==> src/rtl/i2c_reg_sequencer.sv <==
// Register-access sequencer in front of a byte-level I2C master.
// Optional address-NACK retry: define I2C_SEQ_RETRY_EN.
module i2c_reg_sequencer #(
  parameter int MAX_RETRY = 3
) (
  input  logic       clk,
  input  logic       reset,
  input  logic       req_valid,
  output logic       req_ready,
  input  logic       req_rw,
  input  logic [6:0] req_dev,
  input  logic [7:0] req_reg,
  input  logic [7:0] req_wdata,
  output logic       rsp_valid,
  output logic [7:0] rsp_rdata,
  output logic [1:0] rsp_err,
  output logic       busy,
  output logic [2:0] i2c_cmd,
  output logic [7:0] i2c_din,
  output logic       i2c_wr,
  input  logic       i2c_ready,
  input  logic       i2c_done_tick,
  input  logic       i2c_ack,
  input  logic [7:0] i2c_dout
);

  localparam logic [2:0] CMD_START   = 3'b000;
  localparam logic [2:0] CMD_WR      = 3'b001;
  localparam logic [2:0] CMD_RD      = 3'b010;
  localparam logic [2:0] CMD_STOP    = 3'b011;
  localparam logic [2:0] CMD_RESTART = 3'b100;

  localparam logic [1:0] ERR_OK   = 2'b00;
  localparam logic [1:0] ERR_ADDR = 2'b01;
  localparam logic [1:0] ERR_DATA = 2'b10;

  if (MAX_RETRY < 0 || MAX_RETRY > 3) begin : g_bad_retry
    $error("MAX_RETRY must be 0..3");
  end

  typedef enum logic [2:0] {
    IDLE,
    ISSUE,
    GAP,
    WAIT,
    RESP
  } state_t;

  state_t     state, state_n;
  logic [2:0] step, step_n;
  logic [1:0] err, err_n;
  logic [7:0] rdata, rdata_n;
  logic       ack_q, ack_n;
  logic       rw_q, rw_n;
  logic [6:0] dev_q, dev_n;
  logic [7:0] reg_q, reg_n;
  logic [7:0] wdata_q, wdata_n;
`ifdef I2C_SEQ_RETRY_EN
  logic [1:0] retry, retry_n;
`endif

  logic [2:0] step_cmd;
  logic [7:0] step_din;
  logic [2:0] stop_step;
  logic       addr_step;
  logic       ack_eff;

  always_comb begin
    step_cmd = CMD_STOP;
    step_din = 8'h00;
    unique case (1'b1)
      step == 3'd0: step_cmd = CMD_START;
      step == 3'd1: begin
        step_cmd = CMD_WR;
        step_din = {dev_q, 1'b0};
      end
      step == 3'd2: begin
        step_cmd = CMD_WR;
        step_din = reg_q;
      end
      !rw_q && step == 3'd3: begin
        step_cmd = CMD_WR;
        step_din = wdata_q;
      end
      rw_q && step == 3'd3: step_cmd = CMD_RESTART;
      rw_q && step == 3'd4: begin
        step_cmd = CMD_WR;
        step_din = {dev_q, 1'b1};
      end
      rw_q && step == 3'd5: begin
        step_cmd = CMD_RD;
        step_din = 8'h01;
      end
      default: step_cmd = CMD_STOP;
    endcase
  end

  assign stop_step = rw_q ? 3'd6 : 3'd4;
  assign addr_step = (step == 3'd1) || (rw_q && step == 3'd4);
  // done_tick and ready may arrive together; use the live ack then
  assign ack_eff   = i2c_done_tick ? i2c_ack : ack_q;

  always_comb begin
    state_n = state;
    step_n  = step;
    err_n   = err;
    rdata_n = rdata;
    ack_n   = ack_q;
    rw_n    = rw_q;
    dev_n   = dev_q;
    reg_n   = reg_q;
    wdata_n = wdata_q;
`ifdef I2C_SEQ_RETRY_EN
    retry_n = retry;
`endif
    unique case (state)
      IDLE: begin
        if (req_valid) begin
          rw_n    = req_rw;
          dev_n   = req_dev;
          reg_n   = req_reg;
          wdata_n = req_wdata;
          step_n  = 3'd0;
          err_n   = ERR_OK;
          rdata_n = 8'h00;
`ifdef I2C_SEQ_RETRY_EN
          retry_n = 2'd0;
`endif
          state_n = ISSUE;
        end
      end
      ISSUE: begin
        if (i2c_ready) begin
          ack_n   = 1'b0;
          state_n = GAP;
        end
      end
      GAP: state_n = WAIT;
      WAIT: begin
        if (i2c_done_tick) begin
          ack_n = i2c_ack;
          if (step_cmd == CMD_RD) rdata_n = i2c_dout;
        end
        if (i2c_ready) begin
          if (step_cmd == CMD_WR && ack_eff) begin
            err_n   = addr_step ? ERR_ADDR : ERR_DATA;
            step_n  = stop_step;
            state_n = ISSUE;
          end else if (step == stop_step) begin
`ifdef I2C_SEQ_RETRY_EN
            if (err == ERR_ADDR && int'(retry) < MAX_RETRY) begin
              retry_n = retry + 2'd1;
              err_n   = ERR_OK;
              step_n  = 3'd0;
              state_n = ISSUE;
            end else begin
              state_n = RESP;
            end
`else
            state_n = RESP;
`endif
          end else begin
            step_n  = step + 3'd1;
            state_n = ISSUE;
          end
        end
      end
      RESP:    state_n = IDLE;
      default: state_n = IDLE;
    endcase
  end

  always_ff @(posedge clk or posedge reset) begin
    if (reset) begin
      state   <= IDLE;
      step    <= 3'd0;
      err     <= ERR_OK;
      rdata   <= 8'h00;
      ack_q   <= 1'b0;
      rw_q    <= 1'b0;
      dev_q   <= 7'h00;
      reg_q   <= 8'h00;
      wdata_q <= 8'h00;
    end else begin
      state   <= state_n;
      step    <= step_n;
      err     <= err_n;
      rdata   <= rdata_n;
      ack_q   <= ack_n;
      rw_q    <= rw_n;
      dev_q   <= dev_n;
      reg_q   <= reg_n;
      wdata_q <= wdata_n;
    end
  end

`ifdef I2C_SEQ_RETRY_EN
  always_ff @(posedge clk or posedge reset) begin
    if (reset) retry <= 2'd0;
    else       retry <= retry_n;
  end
`endif

  assign req_ready = (state == IDLE);
  assign busy      = (state != IDLE);
  assign i2c_wr    = (state == ISSUE) && i2c_ready;
  assign i2c_cmd   = (state == ISSUE) ? step_cmd : CMD_START;
  assign i2c_din   = (state == ISSUE) ? step_din : 8'h00;
  assign rsp_valid = (state == RESP);
  assign rsp_err   = (state == RESP) ? err : ERR_OK;
  assign rsp_rdata = (state == RESP && err == ERR_OK && rw_q)
                     ? rdata : 8'h00;

endmodule

==> config.mk <==
export PLATFORM = sky130hd
export DESIGN_NAME = i2c_reg_sequencer
export DESIGN_NICKNAME = d
export VERILOG_FILES = /design/src/rtl/i2c_reg_sequencer.sv
export SDC_FILE = /design/constraint.sdc
export NUM_CORES = 1
export LEC_CHECK = 0
export CAP_MARGIN = 20
export CORE_MARGIN = 2
export CORE_UTILIZATION = 43
export DETAILED_ROUTE_END_ITERATION = 10
export GPL_TIMING_DRIVEN = 0
export PLACE_DENSITY = 0.73
export SYNTH_ARGS = -nofsm -noshare
export SYNTH_HDL_FRONTEND = slang
export SYNTH_SLANG_ARGS = --single-unit
==> constraint.sdc <==
create_clock -name clk -period 2 [get_ports clk]
set_input_delay 0.3 -clock clk [delete_from_list [all_inputs] [get_ports clk]]
set_output_delay 0.3 -clock clk [all_outputs]
set_load 0.02 [all_outputs]
==> metrics list, run 1 <==
- STA classifies the critical path endpoint as a primary output.
- Post-synth ARST share: 100%
- After detailed placement, the total cell area comes to 2880 sq um.
* Largest area contributor in the synthesized netlist: dfrtp_1
- Total count of hold-check failures in the final report: 0
- Clock group share of total power: 15.5%
* Maximum fanout along the worst path: 8
- Global-route total usage across every layer: roughly a fifth
* CP max stage delay: 0.54 ns
- From synthesis to final layout, the design area changed by 49.9%.
- For the worst flop-to-flop path, the logic depth is 8.
- Worst endpoint data arrival time: 2.00 ns
* Fraction of power spent switching nets: 36.9%
* Category of the worst setup path launch point: flop
- Number of global-route vias before repair: roughly 1800
* Family with the most delay on the worst path: compound AO/OA/AOI/OAI gates
- Classification of the worst setup path: flop to primary output
- Post-synthesis share of cell area spent on full adders, half adders and majority gates: under 10%
- Yosys instantiated no cell more often than dfrtp_1.
- In the routed layout, each cell is associated on average with a via count of approximately 5.3.
- Final worst-path setup slack: -0.297 ns
* Initial antenna violation count: 0
* Synthesized area divided by synthesized cell count: around 11 sq um
- The clock reaches the later pin of the worst-skew pair after around 0.29 ns.
- Overall power consumption after layout is estimated at 4.13 mW.
- Area of all placed cells without fillers: 3260 sq um
- For this design the total switching power over the nets is around 1.5 mW.
- For this block, the routed nets add up to 5350 microns of wire.
* Sequential cell area: about 1000 sq um
* Run status: finished, violations left
- The share of total power dissipated in sequential elements is 33.1%.
- Total of flip-flops plus latches after synthesis: 41
* Core area: 4790 sq um
- Share of synthesized cell area in and, or, nand and nor gates: 16.9%
* Total Nets Final: 327
- For this design the static power due to leakage is between 1 and 1.5 nW.
- The initialized floorplan defines 25 standard-cell rows.
- The number of hold buffers added after CTS was 0.
- Of the post-synthesis cell area, the dominant cell type holds 47.2%.
- Yosys printed 0 warnings.
* Most used standard cells in the synthesized netlist: dfrtp_1, mux2_2, nand2_1
* Mux share of post-synthesis cell area: around 15%
- Ratio of cells with drive above 1 in the final layout: 40.5%
- The wire-length estimate of the detail-placed layout is between 3000 and 4000 microns.
- In this run the tool buffered the top-level ports with 62 buffer cells.
- Clock transition at the registers of the reported paths: approximately 0.08 ns
* Leftover overflow at the end of global routing: 0
* Crit share post-route: 115%
- The critical path goes through ha_4, ha_4, nor2b_4, a222oi_1, nor2_4, buf_6.
- Among all stages on the critical path, the largest delay is contributed by a222oi_1.
- Combined area of the multi-input logic cells: 1160 sq um
- After detailed routing, the number of remaining DRC violations is 0.
- Clock tree synthesis selected as its root buffer the cell clkbuf_8.
- Counting every net in the synthesized netlist gives 243.
- Vert. Die Dim: 75.1 microns
- After synthesis the cells add up to between 2000 and 2500 sq um.
- Violation count after the first detailed-route iteration: 134
- The worst hold path belongs to the class input pin to asynchronous set/reset pin.
- IR analysis of the VDD net gives a maximum drop of 0.692 mV.
- Final setup vio count: 21
* PD cells: 1270 nW/um^2
* Post-Synthesis Cells: 200
- Pin count of the biggest net entering global routing: 42
* Number of antenna diodes: 0
- Maximum Capacitance Violations: 0
- Minimum period implied by the final worst setup slack: 2.30 ns
- TritonCTS built the clock tree.
* Number of sinks driven by the clock tree: 41
- The checks that failed: setup timing.
- Dominant cell type by count on the critical path: ha_4
- Global-route wire length before repair: around 8300 microns
- The die covers 5640 sq um.
- The critical path runs through a total of 6 cells.
- Biggest area contributors in the synthesized netlist: dfrtp_1, mux2_2, nand2_1
- Detailed-route wire length per cell: 15.3 microns
- Initial DRT Pass Iterations: 5
* Combinational share of power: 51.4%
* Antenna Violating Nets Remaining: 0
- Post-synth EDFFs: 0
* Maximum number of buffers from clock root to sink: 2
- Max_slew headroom: 42.8%
- Setup repair after global routing could not meet its margin everywhere.
- Initial Util: 45.4%
* Pin slew with the least headroom to its limit: 0.857 ns
- Combinational family with the most area after synthesis: simple AND/OR/NAND/NOR gates
- Complex-gate fraction of the synthesized area: 12.1%
- H-tree lvl count: 2
- The number of slew-limit violations in the final report is 0.
- Most used DFF post-synth: dfrtp_1
* Top achievable clock speed: 435 MHz
* WP buf/inv: 1
- Xor/xnor cell area share of the yosys netlist: 0.806%
- At the worst endpoint, the required time is 1.70 ns.
- I/O pin count: 63
* Distinct cell type count after synthesis: 40
- Number of clock buffers inserted by TritonCTS: 5
* Chip width: 75.1 microns
* Int Power: 2.61 mW
- Counting the fill cells in the layout gives 370.
- Across the routed clock network, the largest skew measured is 0.00434 ns.
* Sequential-to-total area share from yosys stat: 47.2%
- The congestion estimate from routability-driven global placement came to 0.846.
* Number of vias in the routed layout: 1865
==> worst paths after layout <==
path | from | end | slack, ns
max reg2reg | step[0]$_DFFE_PP0P_ | step[0]$_DFFE_PP0P_ | -0.11
max in group asynchronous | reset | state[0]$_DFFE_PP0P_ | 0.90
min reg2reg | ack_q$_DFFE_PP0P_ | ack_q$_DFFE_PP0P_ | 0.51
min in group clk | ack_q$_DFFE_PP0P_ | ack_q$_DFFE_PP0P_ | 0.51
min | reset | rdata[2]$_DFFE_PP0P_ | 0.49
max | step[0]$_DFFE_PP0P_ | i2c_din[5] | -0.30
==> cell usage in the layout (no fill, tap or decap), types with 3 or more instances in the layout <==
cell type and n:
a21oi_1 3, a222oi_1 7, and2_1 10, buf_2 5, buf_4 16, buf_6 14, clkbuf_8 5, clkdlybuf4s15_2 9
clkdlybuf4s50_1 37, dfrtp_1 37, dfrtp_2 4, dlygate4sd2_1 3, ha_4 3, inv_1 5, inv_2 3, mux2_2 26
nand2_1 23, nor2_1 9, nor2_2 4, nor3_1 4, o21ai_0 10
==> power by group through the flow <==
stage	sequential, mW	clock, mW	combinational (mW)
after floorplan	1.30	0	1.27
after global placement	1.34	0	1.67
after detailed placement	1.35	0	1.70
after CTS	1.35	0.658	1.96
after global routing	1.41	0.694	2.29
final	1.37	0.639	2.13
==> layout make-up <==
cell class | count | area share (%)
buffer | 8 | 2.07
clock buffer | 5 | 2.11
clock inverter | 2 | 1.07
inverter | 9 | 1.11
multi-input combinational | 140 | 35.6
sequential | 41 | 31.6
tap | 67 | 2.57
timing repair buffer | 79 | 23.9
==> metal layers <==
layer	part of all wire [%]	wire length [microns]	vias up	global-route usage (%)
met5	0	0	-	0
met4	1.5	79	0	5.75
met3	7.5	402	10	6.43
met2	47	2520	69	30.5
met1	44	2350	909	26.0
li1	-	-	877	-
==> per-stage QoR <==
| step | worst slack (ns) | TNS [ns] | utilization (%) | hold WS (ns) | cells |
|---|---|---|---|---|---|
| floorplan | 0.0262 | 0 | - | 0.417 | 200 |
| global placement | -0.704 | -13.55 | 60.2 | 0.469 | 329 |
| detailed placement | -0.711 | -8.73 | 60.2 | 0.487 | 329 |
| CTS | -0.257 | -2.72 | 65.8 | 0.504 | 347 |
| global route | -0.359 | -4.75 | 68.1 | 0.525 | 351 |
| finish | -0.297 | -2.51 | 68.1 | 0.494 | 351 |
==> sequential cells by signal, summed over array words and instances, names as in the netlist <==
signal / flops
dev_q: 7
rw_q: 1
ack_q: 1
rdata: 8
step: 3
reg_q: 8
wdata_q: 8
err: 2
state: 3
==> timing repair <==
| action | 4_1_cts | 5_1_grt |
|---|---|---|
| gates resized for setup | 104 | 32 |
| setup endpoints to repair | 34 | 35 |
| pin swaps | 11 | 14 |
| buffers inserted | 12 | 5 |
==> cells by family (layout without fill, tap and decap cells) <==
family,after synthesis,after routing
flip-flops,41,41
XOR/XNOR,2,2
AO/OA/AOI/OAI,34,34
buffers and inverters,19,103
adder cells (fa/ha/maj),5,5
multiplexers,29,29
AND/OR/NAND/NOR,70,70
(Power assumes the default switching activity.)
==> inputs of run 2 (changes only) <==
Settings changed: CTS_BUF_LIST from default to sky130_fd_sc_hd__clkbuf_8.
==> results of run 2 <==
The final DEF is identical to that of run 1; final timing and power are the same.
